$ cat src/rtl/bus_arbiter.sv
// Round-robin arbiter sharing one daisy-chained core bus between two bridges.
// One transaction in flight; returns are matched by address or timed out.
module bus_arbiter #(
    parameter int unsigned TIMEOUT       = 1024,
    parameter int unsigned BASE_ADDR_MIN = 0
) (
    input  logic        clk,
    input  logic        rst,
    input  logic [15:0] a_addr_i,
    input  logic [15:0] a_data_i,
    input  logic        a_rw_i,
    input  logic        a_valid_i,
    output logic [15:0] a_data_o,
    output logic        a_valid_o,
    output logic        a_err_o,
    output logic        a_busy_o,
    input  logic [15:0] b_addr_i,
    input  logic [15:0] b_data_i,
    input  logic        b_rw_i,
    input  logic        b_valid_i,
    output logic [15:0] b_data_o,
    output logic        b_valid_o,
    output logic        b_err_o,
    output logic        b_busy_o,
    output logic [15:0] bus_addr_o,
    output logic [15:0] bus_data_o,
    output logic        bus_rw_o,
    output logic        bus_valid_o,
    input  logic [15:0] bus_addr_i,
    input  logic [15:0] bus_data_i,
    input  logic        bus_rw_i,
    input  logic        bus_valid_i
);

    localparam int CW = $clog2(TIMEOUT + 1);
    localparam logic [CW-1:0] CNT_LAST = CW'(TIMEOUT - 1);

    typedef enum logic {IDLE, WAIT} state_t;

    state_t        state;
    logic [15:0]   a_addr_q;
    logic [15:0]   a_data_q;
    logic          a_rw_q;
    logic [15:0]   b_addr_q;
    logic [15:0]   b_data_q;
    logic          b_rw_q;
    logic          last_b;
    logic          grant_b;
    logic [CW-1:0] cnt;

    logic pick_a;
    logic pick_b;
    logic match;
    logic expire;

    // Base address is informational; tail rw is carried but not needed.
    logic [16:0] cfg_unused;
    assign cfg_unused = {bus_rw_i, 16'(BASE_ADDR_MIN)};

    // Busy flags double as the capture-buffer pending bits.
    assign pick_a = a_busy_o && (!b_busy_o || last_b);
    assign pick_b = b_busy_o && !pick_a;
    assign match  = bus_valid_i && (bus_addr_i == bus_addr_o);
    assign expire = (cnt == CNT_LAST);

    always_ff @(posedge clk or posedge rst) begin
        if (rst) begin
            state       <= IDLE;
            a_addr_q    <= '0;
            a_data_q    <= '0;
            a_rw_q      <= 1'b0;
            b_addr_q    <= '0;
            b_data_q    <= '0;
            b_rw_q      <= 1'b0;
            last_b      <= 1'b1;
            grant_b     <= 1'b0;
            cnt         <= '0;
            a_data_o    <= '0;
            a_valid_o   <= 1'b0;
            a_err_o     <= 1'b0;
            a_busy_o    <= 1'b0;
            b_data_o    <= '0;
            b_valid_o   <= 1'b0;
            b_err_o     <= 1'b0;
            b_busy_o    <= 1'b0;
            bus_addr_o  <= '0;
            bus_data_o  <= '0;
            bus_rw_o    <= 1'b0;
            bus_valid_o <= 1'b0;
        end else begin
            bus_valid_o <= 1'b0;
            a_valid_o   <= 1'b0;
            a_err_o     <= 1'b0;
            b_valid_o   <= 1'b0;
            b_err_o     <= 1'b0;

            if (a_valid_i && !a_busy_o) begin
                a_addr_q <= a_addr_i;
                a_data_q <= a_data_i;
                a_rw_q   <= a_rw_i;
                a_busy_o <= 1'b1;
            end
            if (b_valid_i && !b_busy_o) begin
                b_addr_q <= b_addr_i;
                b_data_q <= b_data_i;
                b_rw_q   <= b_rw_i;
                b_busy_o <= 1'b1;
            end

            unique case (state)
                IDLE: begin
                    unique case (1'b1)
                        pick_a: begin
                            bus_addr_o  <= a_addr_q;
                            bus_data_o  <= a_data_q;
                            bus_rw_o    <= a_rw_q;
                            bus_valid_o <= 1'b1;
                            grant_b     <= 1'b0;
                            cnt         <= '0;
                            state       <= WAIT;
                        end
                        pick_b: begin
                            bus_addr_o  <= b_addr_q;
                            bus_data_o  <= b_data_q;
                            bus_rw_o    <= b_rw_q;
                            bus_valid_o <= 1'b1;
                            grant_b     <= 1'b1;
                            cnt         <= '0;
                            state       <= WAIT;
                        end
                        default: ;
                    endcase
                end
                WAIT: begin
                    // A return in the expiry cycle still completes cleanly.
                    if (match || expire) begin
                        if (grant_b) begin
                            b_data_o  <= match ? bus_data_i : 16'h0000;
                            b_valid_o <= 1'b1;
                            b_err_o   <= !match;
                            b_busy_o  <= 1'b0;
                            last_b    <= 1'b1;
                        end else begin
                            a_data_o  <= match ? bus_data_i : 16'h0000;
                            a_valid_o <= 1'b1;
                            a_err_o   <= !match;
                            a_busy_o  <= 1'b0;
                            last_b    <= 1'b0;
                        end
                        state <= IDLE;
                    end else begin
                        cnt <= cnt + 1'b1;
                    end
                end
                default: state <= IDLE;
            endcase
        end
    end

endmodule

$ cat config.mk
export PLATFORM = sky130hd
export DESIGN_NAME = bus_arbiter
export DESIGN_NICKNAME = d
export VERILOG_FILES = /design/src/rtl/bus_arbiter.sv
export SDC_FILE = /design/constraint.sdc
export NUM_CORES = 1
export LEC_CHECK = 0
export ABC_AREA = 1
export CAP_MARGIN = 20
export CORE_ASPECT_RATIO = 1.75
export CORE_MARGIN = 2
export CORE_UTILIZATION = 30
export DETAILED_ROUTE_END_ITERATION = 7
export DONT_BUFFER_PORTS = 1
export GPL_TIMING_DRIVEN = 0
export PLACE_DENSITY = 0.54
export REMOVE_ABC_BUFFERS = 1
export SLEW_MARGIN = 40
export SYNTH_ARGS = -nofsm -noshare
export SYNTH_HDL_FRONTEND = slang
export SYNTH_SLANG_ARGS = --single-unit
$ cat constraint.sdc
create_clock -name clk -period 12.9 [get_ports clk]
set_input_delay 3.225 -clock clk [delete_from_list [all_inputs] [get_ports clk]]
set_output_delay 3.225 -clock clk [all_outputs]
set_load 0.1 [all_outputs]
==> impl_metrics.yaml <==
outcome:
  status: "complete, no violations"
layout:
  seqCellArea_sq_um: 3880
  final_cell_mix: "nand2_1, dfrtp_1, nor2_1, mux2_2, dfrtp_2"
  final_cell_count_no_fill: 1026
  multi_input_area_sq_um: 2760
  area_growth_pct: 17.2
  drive_gt1_share_pct: 28.1
  fillCellCount: 2364
  fin_nets: 818
  stdcell_area_sq_um: 8070
  insertedDiodeCount: 0
  mostFrequentLayoutCell: "nand2_1"
grt:
  antenna_found_initial: 0
  grt_max_degree: 68
  grt_pass1_vias: 5054
  grt_pass1_wl_microns: 29000
  overflow: 0
  track_usage_pct: 16.0
floorplanning:
  start_util_pct: 30.4
  dieHeight_microns: 204
  dieArea_sq_um: 24200
  ios: 176
  core_sq_um: 22700
  die_width_microns: 118
  rows: 73
yosys:
  synthFlopType: "dfrtp_1"
  yosysTopAreaCellShare_pct: 54.9
  syn_inst: 718
  netlist_area_sq_um: 6880
  synth_top_cell_by_area: "dfrtp_1"
  synth_area_leaders: "dfrtp_1, mux2_2, nand2_1"
  yosysWarnings: 0
  syn_area_per_cell_sq_um: 9.58
  ys_ff_latch: 152
  yosysSeqAreaShare_pct: 55.3
  async_flop_share_pct: 100
  ys_types: 32
  synth_edf_count: 0
place:
  placedCellCount: 994
  dpl_cell_area_sq_um: 7390
  portBuffers: 0
  place_congestion: 0.856
  dpl.hpwl_microns: 13200
timing:
  worst_slew_pin_slew_ns: 0.892
  fmax_mhz: 218
  rsz0062_at_grt: "no"
  hold_violations: 0
  setup_tns_ns: 0
  setup_viol: 0
  relSlewSlack_pct: 40.5
  fin_crit_sh_pct: 35.6
  maxSlewViolCount: 0
  finClkSkew_ns: 0.0111
  post-route-min-period_ns: 4.59
detailed_routing:
  routedWlPerCell_microns: 18.5
  drtAntennaViolNets: 0
  drcViolationCount: 0
  drt_pass1_iterations: 4
  vias: 4943
  drt_iter0_markers: 207
  drt_wl_total_microns: 18900
  routed_via_density: 4.82
clocking:
  cts-root-buf: "clkbuf_16"
  cts_num_sinks: 152
  cts_tree: "yes"
  clk_latency_ns: 0.44
  cts-htree-levels: 4
  cts_resized: 0
  cts_made_buffers: 17
  post-cts-setup-buffers: 0
  clkTransAtPathRegs_ns: 0.07
  cts_hold_buf: 0
  cts_buffer_depth: 2
power:
  ir_drop_uv: 113
  p_leak_nw: 3.79
  pwr_density_cell_nw_per_um2: 144
setup_path:
  crit_type: "flop to output pin"
  crit_arrival_ns: 1.36
  critPathCaptureType: "output pin"
  r2r_slack_ns: 10.20
  critical_path_required_ns: 9.68
  cp_max_fo: 2
  start_kind: "flop"
flow_run:
  max_cap_viol_count: 0
worst_hold_path:
  hold_class: "flop to flop"
==> final cells by class <==
type | instances | area share, %
Timing Repair Buffer | 11 | 2.57
Clock buffer | 18 | 5.44
Multi-Input combinational cell | 483 | 34.2
Sequential cell | 152 | 48.2
Tap cell | 300 | 4.65
Clock inverter | 14 | 2.62
Inverter | 48 | 2.37
==> power breakdown <==
group	switching (mW)	total [mW]	internal, mW	leakage, nW
clock network	0.219	0.553	0.334	0.309
logic	0.0427	0.0807	0.0380	1.55
registers	0.0266	0.532	0.505	1.93
==> stage by stage <==
step                      setup WS [ns]  hold WS, ns  utilization [%]  total power [mW]
after floorplan                    5.58        0.442                -             0.601
after global placement             3.54        0.454             31.3             0.618
after detailed placement           7.86        0.455             32.6             0.622
after CTS                          8.26        0.466             35.5              1.19
after global routing               8.21        0.491             35.6              1.21
final                              8.31        0.462             35.6              1.17
==> registers in the layout, indices dropped and copies added (netlist names) <==
| register | flops |
|---|---|
| bus_addr_o | 16 |
| b_addr_q | 16 |
| bus_valid_o | 1 |
| a_data_q | 16 |
| bus_data_o | 16 |
| b_err_o | 1 |
| b_valid_o | 1 |
| b_busy_o | 1 |
| a_addr_q | 16 |
| cnt | 11 |
| b_rw_q | 1 |
| a_valid_o | 1 |
| b_data_q | 16 |
| a_data_o | 16 |
| state | 1 |
| last_b | 1 |
| bus_rw_o | 1 |
| a_busy_o | 1 |
| a_rw_q | 1 |
| grant_b | 1 |
| a_err_o | 1 |
| b_data_o | 16 |
==> final timing paths <==
path / startpoint / to / cells after the start
worst max-delay path: a_data_o[2] / a_data_o[2] / 0
worst min-delay path: last_b / last_b / 2
worst max register to register: b_busy_o / cnt[9] / 8
worst min register to register: last_b / last_b / 2
max in group asynchronous: rst / bus_data_o[10] / 3
min in group asynchronous: rst / a_data_o[10] / 1
==> metal layers <==
layer	GRT usage [%]	wire, microns	vias to the layer above
met3	5.02	1180	35
met5	0	0	-
li1	-	-	2354
met4	8.59	666	0
met1	15.3	6650	2427
met2	30.2	10400	127
==> Yosys cell counts, drive strengths merged, types with 3 or more instances <==
cell type,number
nand2,191
dfrtp,151
nor2,71
mux2,66
o21ai,54
inv,47
nand4,37
nand3,28
clkbuf,21
buf,14
o22ai,14
xor2,6
xnor2,5
nand3b,3
==> kinds of logic (layout without fill, tap and decap cells) <==
family | Yosys count | after routing | share of synthesized area (%)
adders and majority gates | 1 | 1 | 0.182
AOI/OAI and AO/OA | 70 | 70 | 5.35
DFF | 152 | 152 | 55.3
buffers and inverters | 83 | 91 | 5.13
xor gates and xnor gates | 11 | 11 | 1.40
and+or+nand+nor | 335 | 335 | 21.9
muxes | 66 | 66 | 10.8
Note: power is estimated with default switching activity, not from simulation.
